$ cat src/rtl/fetch_queue_pkg.sv
// Shared types and constants for the instruction fetch queue.
// The state encoding is fixed so that waveforms and debug tools decode it consistently.
package fetch_queue_pkg;

    localparam int unsigned WORD_W = 32;
    localparam logic [WORD_W-1:0] PC_STEP = 32'd4;

    typedef enum logic [1:0] {
        StFetch   = 2'd0,
        StWait    = 2'd1,
        StDiscard = 2'd2
    } fq_state_e;

    typedef struct packed {
        logic [WORD_W-1:0] pc_plus4;
        logic [WORD_W-1:0] instr;
    } fq_entry_t;

    // Wraps modulo 2^32 by construction of the operand widths.
    function automatic logic [WORD_W-1:0] next_pc(input logic [WORD_W-1:0] pc);
        return pc + PC_STEP;
    endfunction

endpackage

$ cat src/rtl/fetch_queue_if.sv
// Memory-side and decode-side signals of the fetch queue, bundled for port connection.
// The master side is the fetch queue; the slave side is the memory plus the IF/ID stage.
interface fetch_queue_if;
    import fetch_queue_pkg::*;

    logic              imem_req_o;
    logic [WORD_W-1:0] imem_addr_o;
    logic              imem_rvalid_i;
    logic [WORD_W-1:0] imem_rdata_i;

    logic              redirect_i;
    logic [WORD_W-1:0] redirect_pc_i;

    logic              id_valid_o;
    logic              id_ready_i;
    logic [WORD_W-1:0] id_pc_plus4_o;
    logic [WORD_W-1:0] id_instr_o;

    modport master (
        output imem_req_o,
        output imem_addr_o,
        input  imem_rvalid_i,
        input  imem_rdata_i,
        input  redirect_i,
        input  redirect_pc_i,
        output id_valid_o,
        input  id_ready_i,
        output id_pc_plus4_o,
        output id_instr_o
    );

    modport slave (
        input  imem_req_o,
        input  imem_addr_o,
        output imem_rvalid_i,
        output imem_rdata_i,
        output redirect_i,
        output redirect_pc_i,
        input  id_valid_o,
        output id_ready_i,
        input  id_pc_plus4_o,
        input  id_instr_o
    );

endinterface

$ cat src/rtl/fetch_fifo.sv
// Circular buffer of fetched {pc+4, instruction} entries with push, pop and flush.
// Head data is read straight from storage, so a pushed word appears one cycle later.
module fetch_fifo
    import fetch_queue_pkg::*;
#(
    parameter int unsigned DEPTH = 4
) (
    input  logic                   clk_i,
    input  logic                   rst_i,
    input  logic                   push_i,
    input  fq_entry_t              push_data_i,
    input  logic                   pop_i,
    input  logic                   flush_i,
    output fq_entry_t              head_o,
    output logic [$clog2(DEPTH):0] count_o
);

    localparam int unsigned PtrW = $clog2(DEPTH);
    localparam logic [PtrW:0] FullCount = (PtrW + 1)'(DEPTH);

    fq_entry_t       mem_q [DEPTH];
    logic [PtrW-1:0] wr_ptr_q;
    logic [PtrW-1:0] rd_ptr_q;
    logic [PtrW:0]   count_q;
    logic            do_push;
    logic            do_pop;

    // Flush wins over both push and pop; a full buffer still accepts a push alongside a pop.
    always_comb begin
        do_pop  = pop_i && (count_q != '0) && !flush_i;
        do_push = push_i && !flush_i && ((count_q != FullCount) || do_pop);
    end

    always_ff @(posedge clk_i or negedge rst_i) begin
        if (!rst_i) begin
            wr_ptr_q <= '0;
            rd_ptr_q <= '0;
            count_q  <= '0;
        end else if (flush_i) begin
            wr_ptr_q <= '0;
            rd_ptr_q <= '0;
            count_q  <= '0;
        end else begin
            if (do_push) begin
                wr_ptr_q <= wr_ptr_q + PtrW'(1);
            end
            if (do_pop) begin
                rd_ptr_q <= rd_ptr_q + PtrW'(1);
            end
            if (do_push && !do_pop) begin
                count_q <= count_q + (PtrW + 1)'(1);
            end else if (do_pop && !do_push) begin
                count_q <= count_q - (PtrW + 1)'(1);
            end
        end
    end

    always_ff @(posedge clk_i) begin
        if (do_push) begin
            mem_q[wr_ptr_q] <= push_data_i;
        end
    end

    // An empty buffer presents zeros so the outputs match their reset values.
    assign head_o  = (count_q != '0) ? mem_q[rd_ptr_q] : '0;
    assign count_o = count_q;

    count_bounded_a: assert property (@(posedge clk_i) disable iff (!rst_i)
        count_q <= FullCount);

    no_overflow_a: assert property (@(posedge clk_i) disable iff (!rst_i)
        (push_i && !flush_i && (count_q == FullCount)) |-> pop_i);

endmodule

$ cat src/rtl/fetch_queue.sv
// Instruction fetch queue: keeps one memory request in flight, buffers returned words
// for the IF/ID register, and flushes and refetches on a branch redirect.
module fetch_queue
    import fetch_queue_pkg::*;
#(
    parameter int unsigned       DEPTH    = 4,
    parameter logic [WORD_W-1:0] RESET_PC = 32'h0000_0000
) (
    input  logic          clk_i,
    input  logic          rst_i,
    fetch_queue_if.master bus
);

    localparam int unsigned CntW = $clog2(DEPTH) + 1;
    localparam logic [CntW-1:0] FullCount = CntW'(DEPTH);
    localparam logic [CntW-1:0] LastSlot  = CntW'(DEPTH - 1);

    fq_state_e         state_q;
    logic [WORD_W-1:0] pc_q;

    logic [CntW-1:0]   count;
    logic [CntW-1:0]   count_after_pop;
    fq_entry_t         head;
    fq_entry_t         push_entry;
    logic              redirect;
    logic              pop;
    logic              push;
    logic              issue;

    always_comb begin
        redirect        = bus.redirect_i;
        pop             = (count != '0) && bus.id_ready_i;
        count_after_pop = count - CntW'(pop);
        push            = 1'b0;
        issue           = 1'b0;
        case (state_q)
            StFetch: begin
                issue = !redirect && (count < FullCount);
            end
            StWait: begin
                if (bus.imem_rvalid_i && !redirect) begin
                    push  = 1'b1;
                    // Only chain the next request if its word is sure to find a free slot.
                    issue = count_after_pop < LastSlot;
                end
            end
            default: begin
            end
        endcase
        // Reset leaves the FSM in StFetch; keep the request low until reset is released.
        issue = issue && rst_i;
    end

    // While in StWait the fetch PC has already advanced past the outstanding request,
    // so it equals that request's pc+4.
    assign push_entry = '{pc_plus4: pc_q, instr: bus.imem_rdata_i};

    always_ff @(posedge clk_i or negedge rst_i) begin
        if (!rst_i) begin
            state_q <= StFetch;
            pc_q    <= RESET_PC;
        end else begin
            if (redirect) begin
                pc_q <= bus.redirect_pc_i;
            end else if (issue) begin
                pc_q <= next_pc(pc_q);
            end
            case (state_q)
                StFetch: begin
                    if (issue) begin
                        state_q <= StWait;
                    end
                end
                StWait: begin
                    if (bus.imem_rvalid_i) begin
                        state_q <= issue ? StWait : StFetch;
                    end else if (redirect) begin
                        state_q <= StDiscard;
                    end
                end
                StDiscard: begin
                    if (bus.imem_rvalid_i) begin
                        state_q <= StFetch;
                    end
                end
                default: begin
                    state_q <= StFetch;
                end
            endcase
        end
    end

    fetch_fifo #(
        .DEPTH (DEPTH)
    ) u_fifo (
        .clk_i       (clk_i),
        .rst_i       (rst_i),
        .push_i      (push),
        .push_data_i (push_entry),
        .pop_i       (pop),
        .flush_i     (redirect),
        .head_o      (head),
        .count_o     (count)
    );

    assign bus.imem_req_o    = issue;
    assign bus.imem_addr_o   = pc_q;
    assign bus.id_valid_o    = (count != '0);
    assign bus.id_pc_plus4_o = head.pc_plus4;
    assign bus.id_instr_o    = head.instr;

    issue_state_a: assert property (@(posedge clk_i) disable iff (!rst_i)
        issue |-> (state_q == StFetch) || ((state_q == StWait) && bus.imem_rvalid_i));

    occupancy_a: assert property (@(posedge clk_i) disable iff (!rst_i)
        (state_q == StWait) |-> (count <= LastSlot) || bus.imem_rvalid_i || pop);

endmodule
$ cat src/flat_wrapper.sv
// flat-port wrapper written by rule: the top's interface ports become plain ports
module fetch_queue_flat import fetch_queue_pkg::*;
#(
    parameter int unsigned       DEPTH    = 4,
    parameter logic [WORD_W-1:0] RESET_PC = 32'h0000_0000
)
  (clk_i, rst_i, bus_imem_req_o, bus_imem_addr_o, bus_imem_rvalid_i, bus_imem_rdata_i, bus_redirect_i, bus_redirect_pc_i, bus_id_valid_o, bus_id_ready_i, bus_id_pc_plus4_o, bus_id_instr_o);
  fetch_queue_if bus_i ();
  input  logic clk_i;
  input  logic rst_i;
  output wire logic [$bits(bus_i.imem_req_o)-1:0] bus_imem_req_o;
  output wire logic [$bits(bus_i.imem_addr_o)-1:0] bus_imem_addr_o;
  input wire logic [$bits(bus_i.imem_rvalid_i)-1:0] bus_imem_rvalid_i;
  input wire logic [$bits(bus_i.imem_rdata_i)-1:0] bus_imem_rdata_i;
  input wire logic [$bits(bus_i.redirect_i)-1:0] bus_redirect_i;
  input wire logic [$bits(bus_i.redirect_pc_i)-1:0] bus_redirect_pc_i;
  output wire logic [$bits(bus_i.id_valid_o)-1:0] bus_id_valid_o;
  input wire logic [$bits(bus_i.id_ready_i)-1:0] bus_id_ready_i;
  output wire logic [$bits(bus_i.id_pc_plus4_o)-1:0] bus_id_pc_plus4_o;
  output wire logic [$bits(bus_i.id_instr_o)-1:0] bus_id_instr_o;
  assign bus_imem_req_o = bus_i.imem_req_o;
  assign bus_imem_addr_o = bus_i.imem_addr_o;
  assign bus_i.imem_rvalid_i = bus_imem_rvalid_i;
  assign bus_i.imem_rdata_i = bus_imem_rdata_i;
  assign bus_i.redirect_i = bus_redirect_i;
  assign bus_i.redirect_pc_i = bus_redirect_pc_i;
  assign bus_id_valid_o = bus_i.id_valid_o;
  assign bus_i.id_ready_i = bus_id_ready_i;
  assign bus_id_pc_plus4_o = bus_i.id_pc_plus4_o;
  assign bus_id_instr_o = bus_i.id_instr_o;
  fetch_queue #(.DEPTH(DEPTH), .RESET_PC(RESET_PC)) u_core (.clk_i(clk_i), .rst_i(rst_i), .bus(bus_i));
endmodule
$ cat config.mk
export PLATFORM = sky130hd
export DESIGN_NAME = fetch_queue_flat
export DESIGN_NICKNAME = d
export VERILOG_FILES = /design/src/rtl/fetch_queue_pkg.sv /design/src/rtl/fetch_queue_if.sv /design/src/rtl/fetch_fifo.sv /design/src/rtl/fetch_queue.sv /design/src/flat_wrapper.sv
export SDC_FILE = /design/constraint.sdc
export NUM_CORES = 1
export LEC_CHECK = 0
export CORE_ASPECT_RATIO = 1.5
export CORE_MARGIN = 4
export CORE_UTILIZATION = 50
export CTS_CLUSTER_SIZE = 30
export DETAILED_ROUTE_END_ITERATION = 12
export GPL_ROUTABILITY_DRIVEN = 0
export GPL_TIMING_DRIVEN = 0
export PLACE_DENSITY_LB_ADDON = 0.15
export SKIP_CTS_REPAIR_TIMING = 1
export SKIP_LAST_GASP = 1
export SLEW_MARGIN = 20
export SYNTH_ARGS = -nofsm -noshare
export SYNTH_HDL_FRONTEND = slang
export SYNTH_SLANG_ARGS = --single-unit
$ cat constraint.sdc
create_clock -name clk_i -period 3.6 [get_ports clk_i]
set_clock_uncertainty 0.05 [all_clocks]
set_input_delay 0.36 -clock clk_i [delete_from_list [all_inputs] [get_ports clk_i]]
set_output_delay 0.36 -clock clk_i [all_outputs]
set_load 0.05 [all_outputs]
==> results of run 1 <==
[power by group through the flow]
stage / sequential [mW] / combinational (mW) / clock (mW)
after floorplan: 4.17 / 2.56 / 0
after global placement: 4.07 / 3.96 / 0
after detailed placement: 4.08 / 4.02 / 0
after CTS: 4.01 / 4.02 / 2.90
after global routing: 4.02 / 4.23 / 3.03
final: 4.01 / 4.00 / 2.84
[per-stage QoR]
| step | area, µm² | TNS [ns] | std cells |
|---|---|---|---|
| after global placement | 14210 | -284.90 | 1158 |
| after detailed placement | 14350 | -0.1280 | 1163 |
| after global routing | 15290 | 0 | 1213 |
| after floorplan | 12160 | 0 | 674 |
| after CTS | 15240 | -9.214 | 1211 |
| final | 15290 | 0 | 1213 |
[metal layers]
metal  wire length [µm]  track usage  vias to the layer above
met5                  0            0                        -
met4                528      0.05454                        0
met3               1414      0.02859                       37
met2              14030       0.3565                      236
met1              10040       0.2460                     3498
li1                   -            -                     3059
[registers in the layout, summed over array words and instances (netlist names)]
name and count:
u_core.u_fifo.count_o 3, u_core.u_fifo.mem_q 256, u_core.u_fifo.rd_ptr_q 2, u_core.state_q 2, u_core.u_fifo.wr_ptr_q 2, u_core.bus.imem_addr_o 32
[worst max-delay path by stage]
| stage | cells past startpoint | from | end | slack [ns] |
|---|---|---|---|---|
| after floorplan | 5 | bus_redirect_i | u_core.u_fifo.mem_q[0][0]$_DFFE_PP_ | 0.49 |
| after global placement | 5 | bus_imem_rvalid_i | u_core.u_fifo.mem_q[1][26]$_DFFE_PP_ | -1.09 |
| after detailed placement | 11 | u_core.u_fifo.count_o[2]$_DFFE_PN0P_ | bus_imem_req_o | -0.13 |
| after CTS | 11 | u_core.u_fifo.count_o[2]$_DFFE_PN0P_ | bus_imem_req_o | -0.72 |
| after global routing | 5 | u_core.u_fifo.rd_ptr_q[1]$_DFFE_PN0P_ | bus_id_instr_o[12] | 0.01 |
| final | 11 | u_core.u_fifo.count_o[2]$_DFFE_PN0P_ | bus_imem_req_o | 0.14 |
[cells by family (layout without fill, tap and decap cells)]
kind of cell | count (synthesis) | count (layout) | share of synthesized area
AO/OA/AOI/OAI | 59 | 59 | 0.03271
XOR/XNOR | 26 | 26 | 0.01872
adder cells (fa/ha/maj) | 8 | 8 | 0.008847
buffers and inverters | 48 | 268 | 0.01749
flip-flops | 297 | 297 | 0.7164
multiplexers | 74 | 74 | 0.1275
AND/OR/NAND/NOR | 162 | 162 | 0.07839
[layout make-up]
type | instances | area, µm²
inverters | 12 | 45.04
fillers | 1703 | 8538
clock inverters | 8 | 93.84
plain buffers | 36 | 186.4
flip-flops and latches | 297 | 8715
well taps | 319 | 399.1
clock buffers | 40 | 794.5
repair buffers | 172 | 1792
multi-input cells | 329 | 3264
[cell usage after synthesis (8+ instances only)]
cell / instances
sky130_fd_sc_hd__o21ai_0: 25
sky130_fd_sc_hd__clkbuf_1: 21
sky130_fd_sc_hd__and3_1: 8
sky130_fd_sc_hd__xor2_1: 15
sky130_fd_sc_hd__nor2_1: 15
sky130_fd_sc_hd__mux4_2: 64
sky130_fd_sc_hd__edfxtp_1: 256
sky130_fd_sc_hd__nand4_1: 9
sky130_fd_sc_hd__buf_2: 8
sky130_fd_sc_hd__inv_1: 10
sky130_fd_sc_hd__dfrtp_1: 41
sky130_fd_sc_hd__and2_1: 71
sky130_fd_sc_hd__nand2_1: 26
sky130_fd_sc_hd__xnor2_1: 11
[worst max-delay path, cell delays in order, from the launching register on]
cell	delay (ns)
sky130_fd_sc_hd__dfrtp_2	0.42
sky130_fd_sc_hd__or3_4	0.43
sky130_fd_sc_hd__nand2_2	0.12
sky130_fd_sc_hd__inv_2	0.08
sky130_fd_sc_hd__ha_1	0.19
sky130_fd_sc_hd__ha_1	0.27
sky130_fd_sc_hd__o21a_1	0.21
sky130_fd_sc_hd__and3_1	0.16
sky130_fd_sc_hd__buf_4	0.18
sky130_fd_sc_hd__nor2_2	0.14
sky130_fd_sc_hd__inv_2	0.11
sky130_fd_sc_hd__buf_4	0.21
==> results.env, run 1 <==
RUN_STATUS='finished, final reports clean'
ROUTED-VIA-COUNT=6830
TOTALWIRELENGTH_MM=26.01
PERIOD_SHARE=0.9610
FINISH.UTILIZATION=0.6417
WORST_SETUP_PATH_START_KIND='flop'
DETAIL_ROUTE.ITER0.VIOLATIONS=429
VIAS_PER_CELL=5.631
PREVAILING_POST_SYNTH_REGISTER_CELL='sky130_fd_sc_hd__edfxtp_1'
CLOCK_SHARE_OF_POWER=0.262
DESIGN_POWER_TOTAL_mW=10.85
TIMING.MAX_CAP.VIOLATIONS=0
DRC=0
SLEW-LIMIT-HEADROOM=0.4490
NUMPORTBUFFERS=165
CLOCK_PATH_BUFFERS=3
HPWL_MM=17.48
DESIGN.PORTCOUNT=167
SW_PWR_mW=3.835
WORSTHOLDENDPOINT='u_core.bus.imem_addr_o[15]$_DFFE_PN0P_'
GROUTE.USAGE.OVERALL=0.1963
RSZ0062_AT_GRT='no'
SYNTH_AREA_UM2=12160
FINAL.MIN_CLOCK_PERIOD_NS=3.460
GR-TOTAL-OVERFLOW=0
SYNTH-SEQ-AREA-SHARE=0.7164
PRE_CTS_WS_NS=-0.1280
P_SW_FRAC=0.3535
SYNTH_TOP_AREA_SHARE=0.6320
FP.DIEAREA_UM2=26940
TRITONCTS.NUM_BUFFERS=26
DRTPASS1ITERATIONS=5
CTS_ROOT_BUF='sky130_fd_sc_hd__clkbuf_16'
INTERNAL_POWER_mW=7.015
MOSTFREQUENTLAYOUTCELLS='sky130_fd_sc_hd__edfxtp_1 (256), sky130_fd_sc_hd__clkdlybuf4s50_1 (163), sky130_fd_sc_hd__and2_1 (67)'
START_UTIL=0.5104
SETUP-VIOLATIONS-FINAL=0
COUNT_OF_STANDARD_CELL_ROWS=69
SYNTH.AVG_CELL_AREA_UM2=18.05
WIRE_LENGTH_OF_THE_FIRST_GLOBAL_ROUTING_PASS_MM=40.77
DETAIL_ROUTE.WL_PER_CELL_UM=21.44
CORE_AREA_UM2=23830
DIE_HEIGHT_UM=199.0
CTS-HTREE-LEVELS=1
REGTOREGSTARTPOINT='u_core.u_fifo.count_o[2]$_DFFE_PN0P_'
POWER_FRAC_SEQ=0.369
FINAL.HOLD.WORST_SLACK_NS=0.1346
YS_FF_LATCH=297
REQUIRED_TIME_WORST_ENDPOINT_NS=3.19
YOSYS_CELL_TYPES=56
SYNTH_NETS=751
WORST-ENDPOINT-ARRIVAL_NS=3.05
WORSTSKEWPAIRLATENCY_NS=0.53
LAYOUT_SETUP_WS_NS=0.1403
TIMING.HOLD.WORST.START='bus_redirect_i'
CTS.REPORTEDPATHS.CLKPINSLEW_NS=0.07
STATIC-LEAKAGE-POWER_nW=5.039
CRITPATHMAXFANOUT=10
YS_ASYNC_SR_FRACTION=0.1380
COMB_POWER_SHARE=0.369
CRITICAL_PATH_CLASS='reg -> out'
WORSTREGTOREGCELLS=11
POWER.DENSITY_CELL_AREA_nW_PER_UM2=709.6
FINAL_COMMON_CELL='sky130_fd_sc_hd__edfxtp_1'
OVERALL_DIE_WIDTH_UM=135.3
FIN_NETS=951
SYNTH_EDF_COUNT=256
RRSETUPSLACK_NS=0.67
GRT_ANTENNA_BEFORE_REPAIR=0
WORST_IR_DROP_VDD_V=0.0003761
MIN_PATH_CELLS=3
SYNTHTOLAYOUTAREAGROWTH_PCT=25.71
CLKSINKCOUNT=297
TIMING_MAX_TRANSITION_VIOLATIONS_FINAL=0
CTS_TREE='yes'
POST_SYNTH_INST_COUNT=674
DIODES=0
TIMING.HOLD.WORST.CLASS='in -> reg'
NUMBER_OF_GLOBAL_ROUTE_VIAS_BEFORE_REPAIR=7376
GRT_MAX_DEGREE=46
FINAL-HOLD-VIOLATION-COUNT=0
WORST_R2R_ENDPOINT='u_core.bus.imem_addr_o[27]$_DFFE_PN0P_'
YOSYS_WARNINGS=0
POSTROUTEANTENNANETS=0
SYNTH_LARGEST_AREA_CELL='sky130_fd_sc_hd__edfxtp_1'
FMAXACHIEVABLE_MHz=289.0
DRIVE_ABOVE_1_SHARE=0.1756
TIMING_WORST_SLEW_PIN_VALUE_NS=0.8190
SYNTH_AREA_LEADERS='sky130_fd_sc_hd__edfxtp_1 (63%), sky130_fd_sc_hd__mux4_2 (12%), sky130_fd_sc_hd__dfrtp_1 (8.4%)'
WORSTSETUPENDPOINTTYPE='output port'
(Power assumes the default switching activity.)
==> run 2: changes to the inputs <==
--- a/config.mk
+++ b/config.mk
@@ -8,6 +8,7 @@
 export CORE_ASPECT_RATIO = 1.5
 export CORE_MARGIN = 4
 export CORE_UTILIZATION = 50
+export CTS_BUF_LIST = sky130_fd_sc_hd__clkbuf_4 sky130_fd_sc_hd__clkbuf_8
 export CTS_CLUSTER_SIZE = 30
 export DETAILED_ROUTE_END_ITERATION = 12
 export GPL_ROUTABILITY_DRIVEN = 0
@@ -18,4 +19,5 @@
 export SLEW_MARGIN = 20
 export SYNTH_ARGS = -nofsm -noshare
 export SYNTH_HDL_FRONTEND = slang
+export SYNTH_HIERARCHICAL = 1
 export SYNTH_SLANG_ARGS = --single-unit
==> results.env, run 2 <==
POSTROUTEANTENNANETS=0  # unchanged
SETUP-VIOLATIONS-FINAL=0  # unchanged
RSZ0062_AT_GRT='yes'  # was no
WORST_PATH_MOST_REPEATED_CELL='sky130_fd_sc_hd__ha_1'
WORST_IR_DROP_VDD_V=0.0003626  # was 0.0003761 V
YOSYS_WARNINGS=6  # was 0
SLEW-LIMIT-HEADROOM=0.4584  # was 0.4490
TIMING.HOLD.WORST.CLASS='in -> async'  # was in -> reg
CTS_TREE='yes'  # unchanged
DETAIL_ROUTE.WL_PER_CELL_UM=21.53  # was 21.44 µm
STATIC-LEAKAGE-POWER_nW=5.128  # was 5.039 nW
SYNTH_TOP_AREA_SHARE=0.6197  # was 0.6320
CLOCK_SHARE_OF_POWER=0.382  # was 0.262
FINALNONFILLERCELLS=1261  # was 1213
WORST_SETUP_PATH_START_KIND='flop'  # unchanged
FIN_NETS=979  # was 951
REGTOREGSTARTPOINT='u_core/u_fifo/count_o[1]$_DFFE_PN0P_'  # was u_core.u_fifo.count_o[2]$_DFFE_PN0P_
VIAS_PER_CELL=5.557  # was 5.631
FINAL-HOLD-VIOLATION-COUNT=0  # unchanged
LARGEST-REGISTER='u_core/u_fifo/mem_q'  # was u_core.u_fifo.mem_q
FP.DIEAREA_UM2=27440  # was 26940 µm²
SYNTH_LARGEST_AREA_CELL='sky130_fd_sc_hd__edfxtp_1'  # unchanged
DRTPASS1ITERATIONS=5  # unchanged
CLOCK_PATH_BUFFERS=3  # unchanged
FINAL_COMMON_CELL='sky130_fd_sc_hd__edfxtp_1'  # unchanged
WORST-ENDPOINT-ARRIVAL_NS=3.08  # was 3.05 ns
LARGEST_REG_FLOPS=256  # unchanged
CRITPATHMAXFANOUT=10  # unchanged
SYNTHTOLAYOUTAREAGROWTH_PCT=25.31  # was 25.71%
WORSTREGTOREGCELLS=10  # was 11
DRIVE_ABOVE_1_SHARE=0.2145  # was 0.1756
CLKSINKCOUNT=297  # unchanged
PREVAILING_POST_SYNTH_REGISTER_CELL='sky130_fd_sc_hd__edfxtp_1'  # unchanged
P_SW_FRAC=0.2311  # was 0.3535
DESIGN.PORTCOUNT=167  # unchanged
TOTALWIRELENGTH_MM=27.15  # was 26.01 mm
SW_PWR_mW=1.660  # was 3.835 mW
PERIOD_SHARE=0.9698  # was 0.9610
TRITONCTS.NUM_BUFFERS=44  # was 26
SYNTH_AREA_UM2=12400  # was 12160 µm²
TIMING.CRITICAL_PATH.CELLS='or3_1 > and2_1 > ha_1 > ha_1 > xnor2_2 > o2111ai_4 > buf_4 > nand2_2 > buf_6'  # was or3_4 > nand2_2 > inv_2 > ha_1 > ha_1 > o21a_1 > and3_1 > buf_4 > nor2_2 > inv_2 > buf_4
CRITICAL_PATH_CLASS='reg -> out'  # unchanged
FMAXACHIEVABLE_MHz=286.4  # was 289.0 MHz
COMMONEST_CELLS_POST_SYNTH='sky130_fd_sc_hd__edfxtp_1 (256), sky130_fd_sc_hd__and2_1 (72), sky130_fd_sc_hd__mux4_2 (64), sky130_fd_sc_hd__dfrtp_1 (41), sky130_fd_sc_hd__nand2_1 (37)'  # was sky130_fd_sc_hd__edfxtp_1 (256), sky130_fd_sc_hd__and2_1 (71), sky130_fd_sc_hd__mux4_2 (64), sky130_fd_sc_hd__dfrtp_1 (41), sky130_fd_sc_hd__nand2_1 (26)
FINAL.MIN_CLOCK_PERIOD_NS=3.491  # was 3.460 ns
OVERALL_DIE_WIDTH_UM=136.6  # was 135.3 µm
COUNT_OF_STANDARD_CELL_ROWS=70  # was 69
POWER_FRAC_SEQ=0.545  # was 0.369
RUN_STATUS='finished, final reports clean'  # unchanged
TIMING.MAX_CAP.VIOLATIONS=0  # unchanged
YS_FF_LATCH=297  # unchanged
YOSYS_CELL_TYPES=49  # was 56
NUMBER_OF_GLOBAL_ROUTE_VIAS_BEFORE_REPAIR=7481  # was 7376
MOSTFREQUENTLAYOUTCELLS='sky130_fd_sc_hd__edfxtp_1 (256), sky130_fd_sc_hd__clkdlybuf4s50_1 (162), sky130_fd_sc_hd__and2_1 (68)'  # was sky130_fd_sc_hd__edfxtp_1 (256), sky130_fd_sc_hd__clkdlybuf4s50_1 (163), sky130_fd_sc_hd__and2_1 (67)
FINAL.HOLD.WORST_SLACK_NS=0.2993  # was 0.1346 ns
CRIT_PATH_END='bus_imem_req_o'  # unchanged
TIMING.CRITICAL_PATH.FROM='u_core/u_fifo/count_o[1]$_DFFE_PN0P_'  # was u_core.u_fifo.count_o[2]$_DFFE_PN0P_
INTERNAL_POWER_mW=5.523  # was 7.015 mW
START_UTIL=0.5076  # was 0.5104
POWER.DENSITY_CELL_AREA_nW_PER_UM2=462.1  # was 709.6 nW/µm²
TIMING.CRITICAL_PATH.SLOWEST_STAGE_CELL='sky130_fd_sc_hd__dfrtp_2'  # was sky130_fd_sc_hd__or3_4
SYNTH_EDF_COUNT=256  # unchanged
SYNTH.AVG_CELL_AREA_UM2=18.14  # was 18.05 µm²
COMB_POWER_SHARE=0.073  # was 0.369
GROUTE.USAGE.OVERALL=0.2030  # was 0.1963
SYNTH_AREA_LEADERS='sky130_fd_sc_hd__edfxtp_1 (62%), sky130_fd_sc_hd__mux4_2 (12%), sky130_fd_sc_hd__dfrtp_1 (8.3%)'  # was sky130_fd_sc_hd__edfxtp_1 (63%), sky130_fd_sc_hd__mux4_2 (12%), sky130_fd_sc_hd__dfrtp_1 (8.4%)
HPWL_MM=17.86  # was 17.48 mm
GR-TOTAL-OVERFLOW=0  # unchanged
YOSYSMOSTFREQUENTCELL='sky130_fd_sc_hd__edfxtp_1'  # unchanged
CTS-HTREE-LEVELS=2  # was 1
REQUIRED_TIME_WORST_ENDPOINT_NS=3.19  # about the same
CP_SLOWEST_STAGE_DELAY_NS=0.46  # was 0.43 ns
POST_SYNTH_INST_COUNT=684  # was 674
RRSETUPSLACK_NS=0.31  # was 0.67 ns
WORST_R2R_ENDPOINT='u_core/u_fifo/count_o[2]$_DFFE_PN0P_'  # was u_core.bus.imem_addr_o[27]$_DFFE_PN0P_
TIMING_WORST_SLEW_PIN_VALUE_NS=0.8124  # was 0.8190 ns
YS_ASYNC_SR_FRACTION=0.1380  # unchanged
CORE_AREA_UM2=24440  # was 23830 µm²
SYNTH-SEQ-AREA-SHARE=0.7024  # was 0.7164
TIMING_MAX_TRANSITION_VIOLATIONS_FINAL=0  # unchanged
POST-PLACE-CELLS=1179  # was 1163
WORSTSETUPENDPOINTTYPE='output port'  # unchanged
WORSTSKEWPAIRLATENCY_NS=0.56  # was 0.53 ns
NUMPORTBUFFERS=166  # was 165
WIRE_LENGTH_OF_THE_FIRST_GLOBAL_ROUTING_PASS_MM=42.76  # was 40.77 mm
ROUTED-VIA-COUNT=7007  # was 6830
GRT_ANTENNA_BEFORE_REPAIR=0  # unchanged
GRT_MAX_DEGREE=43  # was 46
CTS.REPORTEDPATHS.CLKPINSLEW_NS=0.06  # was 0.07 ns
SYNTH_NETS=761  # was 751
DIE_HEIGHT_UM=200.9  # was 199.0 µm
DIODES=0  # unchanged
CTS_ROOT_BUF='sky130_fd_sc_hd__clkbuf_8'  # was sky130_fd_sc_hd__clkbuf_16
DRC=0  # unchanged
DETAIL_ROUTE.ITER0.VIOLATIONS=431  # was 429
==> run 2: critical path: cells and delay by family, from the launching register on <==
kind	cells	cell delay (ns)
AOI/OAI and AO/OA	1	0.20
xor gates and xnor gates	1	0.24
adders and majority gates	2	0.42
buffers and inverters	2	0.41
DFF	1	0.46
and+or+nand+nor	3	0.79
==> run 2: layer usage <==
metal	vias up	global-route usage	part of all wire
met4	0	0.06592	0.025
met3	47	0.03661	0.050
met2	205	0.3464	0.53
li1	3144	-	-
met1	3611	0.2627	0.40
met5	-	0	0
==> run 2: worst min-delay path by stage <==
stage / startpoint / to / slack (ns) / cells past startpoint
2_1_floorplan: rst_i / u_core/bus.imem_addr_o[0]$_DFFE_PN0P_ / 0.01 / 0
3_3_place_gp: u_core/bus.imem_addr_o[1]$_DFFE_PN0P_ / u_core/u_fifo/mem_q[2][33]$_DFFE_PP_ / 0.51 / 0
3_5_place_dp: rst_i / u_core/bus.imem_addr_o[24]$_DFFE_PN0P_ / 0.36 / 1
4_1_cts: rst_i / u_core/bus.imem_addr_o[27]$_DFFE_PN0P_ / -0.25 / 1
5_1_grt: bus_redirect_pc_i[25] / u_core/bus.imem_addr_o[25]$_DFFE_PN0P_ / 0.29 / 3
6_report: rst_i / u_core/bus.imem_addr_o[27]$_DFFE_PN0P_ / 0.30 / 2
==> run 2: cell families after synthesis <==
family,synth area share
fa+ha+maj,0.008674
mux,0.1261
simple gates,0.07414
flops,0.7024
compound gates,0.04549
buf+inv,0.02058
xor+xnor,0.02259
==> run 2: cell type report <==
cell class / count / area (µm²)
multi-input cells: 339 / 3456
inverters: 10 / 37.54
repair buffers: 172 / 1810
well taps: 324 / 405.4
flip-flops and latches: 297 / 8715
fillers: 1762 / 8892
plain buffers: 38 / 221.5
clock buffers: 66 / 795.8
clock inverters: 15 / 102.6
==> run 2: power groups by stage <==
stage          Sequential (mW)  Combinational (mW)  Clock (mW)
6_report                  3.92               0.523        2.74
2_1_floorplan             4.08               0.160           0
5_1_grt                   3.93               0.554        2.99
4_1_cts                   3.92               0.525        2.83
3_3_place_gp              3.98               0.508           0
3_5_place_dp              3.99               0.522           0
==> run 2: stage by stage <==
stage | setup TNS, ns | utilization | worst slack (ns) | cell area (µm²) | total power, mW
2_1_floorplan | 0 | - | 0.3685 | 12410 | 4.237
3_3_place_gp | -87.13 | 0.5924 | -1.236 | 14480 | 4.489
3_5_place_dp | -0.1566 | 0.5981 | -0.1566 | 14610 | 4.510
4_1_cts | -0.7938 | 0.6348 | -0.7938 | 15510 | 7.271
5_1_grt | -0.04665 | 0.6361 | -0.02320 | 15540 | 7.467
6_report | 0 | 0.6361 | 0.1087 | 15540 | 7.183
==> run 3: changes to the inputs <==
--- a/config.mk
+++ b/config.mk
@@ -13,7 +13,7 @@
 export DETAILED_ROUTE_END_ITERATION = 12
 export GPL_ROUTABILITY_DRIVEN = 0
 export GPL_TIMING_DRIVEN = 0
-export PLACE_DENSITY_LB_ADDON = 0.15
+export PLACE_DENSITY = 0.79
 export SKIP_CTS_REPAIR_TIMING = 1
 export SKIP_LAST_GASP = 1
 export SLEW_MARGIN = 20
==> results.env, run 3 (synthesized netlist as in run 2, its figures left out) <==
TIMING.HOLD.WORST.START='bus_redirect_pc_i[29]'
CTS_TREE='yes'  # unchanged
CORE_AREA_UM2=24440  # unchanged
NUMBER_OF_GLOBAL_ROUTE_VIAS_BEFORE_REPAIR=7211  # was 7481
TIMING.MAX_CAP.VIOLATIONS=0  # unchanged
GROUTE.USAGE.OVERALL=0.1977  # was 0.2030
GLOBAL_ROUTE.USAGE.MET3=0.03686  # was 0.03661
CTS-HTREE-LEVELS=2  # unchanged
MET2_USAGE=0.3523  # was 0.3464
POST-PLACE-CELLS=1179  # unchanged
HPWL_MM=17.54  # was 17.86 mm
FINISH.UTILIZATION=0.6350  # was 0.6361
DETAIL_ROUTE.WL_PER_CELL_UM=21.03  # was 21.53 µm
VIAS_PER_CELL=5.416  # was 5.557
TIMING.CRITICAL_PATH.FROM='u_core/u_fifo/count_o[1]$_DFFE_PN0P_'  # unchanged
START_UTIL=0.5076  # unchanged
GR-TOTAL-OVERFLOW=0  # unchanged
STATIC-LEAKAGE-POWER_nW=5.113  # was 5.128 nW
FINAL.MIN_CLOCK_PERIOD_NS=3.570  # was 3.491 ns
WIRE_LENGTH_OF_THE_FIRST_GLOBAL_ROUTING_PASS_MM=41.23  # was 42.76 mm
WORST_R2R_ENDPOINT='u_core/bus.imem_addr_o[13]$_DFFE_PN0P_'  # was u_core/u_fifo/count_o[2]$_DFFE_PN0P_
CRITICAL_PATH_CLASS='reg -> out'  # unchanged
WORSTSKEWPAIRLATENCY_NS=0.56  # about the same
WORSTHOLDENDPOINT='u_core/bus.imem_addr_o[29]$_DFFE_PN0P_'
GRT_ANTENNA_BEFORE_REPAIR=0  # unchanged
WORSTSETUPENDPOINTTYPE='output port'  # unchanged
DRC=0  # unchanged
DRIVE_ABOVE_1_SHARE=0.2195  # was 0.2145
SLEW-LIMIT-HEADROOM=0.4882  # was 0.4584
WORST_PATH_MOST_REPEATED_CELL='sky130_fd_sc_hd__ha_1'  # unchanged
RUN_STATUS='finished, final reports clean'  # unchanged
OVERALL_DIE_WIDTH_UM=136.6  # unchanged
SETUP-VIOLATIONS-FINAL=0  # unchanged
GR-USAGE-MET1=0.2408  # was 0.2627
POSTROUTEANTENNANETS=0  # unchanged
CTS_ROOT_BUF='sky130_fd_sc_hd__clkbuf_8'  # unchanged
DESIGN_POWER_TOTAL_mW=7.176  # was 7.183 mW
DETAIL_ROUTE.ITER0.VIOLATIONS=358  # was 431
MOSTFREQUENTLAYOUTCELLS='sky130_fd_sc_hd__edfxtp_1 (256), sky130_fd_sc_hd__clkdlybuf4s50_1 (163), sky130_fd_sc_hd__and2_1 (68)'  # was sky130_fd_sc_hd__edfxtp_1 (256), sky130_fd_sc_hd__clkdlybuf4s50_1 (162), sky130_fd_sc_hd__and2_1 (68)
TOTALWIRELENGTH_MM=26.46  # was 27.15 mm
TIMING.CRITICAL_PATH.SLOWEST_STAGE_CELL='sky130_fd_sc_hd__dfrtp_1'  # was sky130_fd_sc_hd__dfrtp_2
FINAL-HOLD-VIOLATION-COUNT=0  # unchanged
CRITPATHMAXFANOUT=10  # unchanged
ROUTED-VIA-COUNT=6813  # was 7007
LAYOUT_SETUP_WS_NS=0.02966  # was 0.1087 ns
PERIOD_SHARE=0.9918  # was 0.9698
CTS.REPORTEDPATHS.CLKPINSLEW_NS=0.06  # about the same
NUMPORTBUFFERS=166  # unchanged
RRSETUPSLACK_NS=0.38  # was 0.31 ns
REGTOREGSTARTPOINT='u_core/u_fifo/count_o[1]$_DFFE_PN0P_'  # unchanged
CP_SLOWEST_STAGE_DELAY_NS=0.47  # was 0.46 ns
TIMING_WORST_SLEW_PIN_VALUE_NS=0.7677  # was 0.8124 ns
WORST_IR_DROP_VDD_V=0.0003317  # was 0.0003626 V
TRITONCTS.NUM_BUFFERS=43  # was 44
TIMING.HOLD.WORST.CLASS='in -> reg'  # was in -> async
DPL_CELL_AREA_UM2=14600  # was 14610 µm²
RSZ0062_AT_GRT='yes'  # unchanged
LARGEST-REGISTER='u_core/u_fifo/mem_q'  # unchanged
POWER.DENSITY_CELL_AREA_nW_PER_UM2=462.5  # was 462.1 nW/µm²
DIE_HEIGHT_UM=200.9  # unchanged
STDCELL_AREA_UM2=15520  # was 15540 µm²
DRTPASS1ITERATIONS=8  # was 5
WORSTREGTOREGCELLS=9  # was 10
PRE_CTS_WS_NS=-0.1061  # was -0.1566 ns
CLOCK_PATH_BUFFERS=3  # unchanged
GRT_MAX_DEGREE=38  # was 43
WORST_SETUP_PATH_START_KIND='flop'  # unchanged
FINALNONFILLERCELLS=1258  # was 1261
BUSIEST_LAYER='met2'  # unchanged
MIN_PATH_CELLS=3
FMAXACHIEVABLE_MHz=280.1  # was 286.4 MHz
DIODES=0  # unchanged
SYNTHTOLAYOUTAREAGROWTH_PCT=25.09  # was 25.31%
CLKSINKCOUNT=297  # unchanged
FP.DIEAREA_UM2=27440  # unchanged
WORST-ENDPOINT-ARRIVAL_NS=3.16  # was 3.08 ns
TIMING.CRITICAL_PATH.CELLS='or3_1 > and2_1 > ha_1 > ha_1 > xnor2_2 > o2111ai_4 > clkbuf_4 > nand2_2 > buf_4'  # was or3_1 > and2_1 > ha_1 > ha_1 > xnor2_2 > o2111ai_4 > buf_4 > nand2_2 > buf_6
LARGEST_REG_FLOPS=256  # unchanged
FIN_NETS=978  # was 979
REQUIRED_TIME_WORST_ENDPOINT_NS=3.19  # about the same
TIMING_MAX_TRANSITION_VIOLATIONS_FINAL=0  # unchanged
COUNT_OF_STANDARD_CELL_ROWS=70  # unchanged
DESIGN.PORTCOUNT=167  # unchanged
FINAL_COMMON_CELL='sky130_fd_sc_hd__edfxtp_1'  # unchanged
run 3: critical path: cells and delay by family, from the launching register on:
| kind | cells | cell delay (ns) |
|---|---|---|
| AND/OR/NAND/NOR | 3 | 0.81 |
| buffers and inverters | 2 | 0.48 |
| flip-flops | 1 | 0.47 |
| AO/OA/AOI/OAI | 1 | 0.21 |
| XOR/XNOR | 1 | 0.23 |
| adder cells (fa/ha/maj) | 2 | 0.41 |
run 3: worst max path at each step:
| stage | end | cells past startpoint | slack [ns] |
|---|---|---|---|
| 2_1_floorplan | u_core/bus.imem_addr_o[3]$_DFFE_PN0P_ | 10 | 0.37 |
| 3_3_place_gp | bus_imem_req_o | 5 | -1.20 |
| 3_5_place_dp | bus_imem_req_o | 9 | -0.11 |
| 4_1_cts | bus_imem_req_o | 9 | -0.71 |
| 5_1_grt | bus_imem_req_o | 9 | -0.06 |
| 6_report | bus_imem_req_o | 9 | 0.03 |
run 3: routing by layer:
metal / vias to the layer above / part of all wire
met2: 191 / 0.55
met5: - / 0
li1: 3123 / -
met3: 33 / 0.051
met1: 3466 / 0.38
met4: 0 / 0.021
run 3: report_power, final:
part	internal [mW]	switching (mW)	leakage, nW
clock network	1.53	1.20	0.487
logic	0.211	0.311	1.81
registers	3.82	0.102	2.82
run 3: cell type report:
type	instances	area, µm²
Inverter	10	37.54
Clock inverter	6	58.81
Fill cell	1785	8920
Clock buffer	72	834.6
Sequential cell	297	8713
Timing Repair Buffer	172	1789
Tap cell	324	405.4
Buffer	38	221.5
Multi-Input combinational cell	339	3456
run 3: per-stage QoR:
step	TNS (ns)	hold slack, ns
after floorplan	0	0.01441
after global placement	-94.33	0.4982
after detailed placement	-0.1061	0.3737
after CTS	-0.7134	-0.2311
after global routing	-0.1987	0.2884
final	0	0.2993
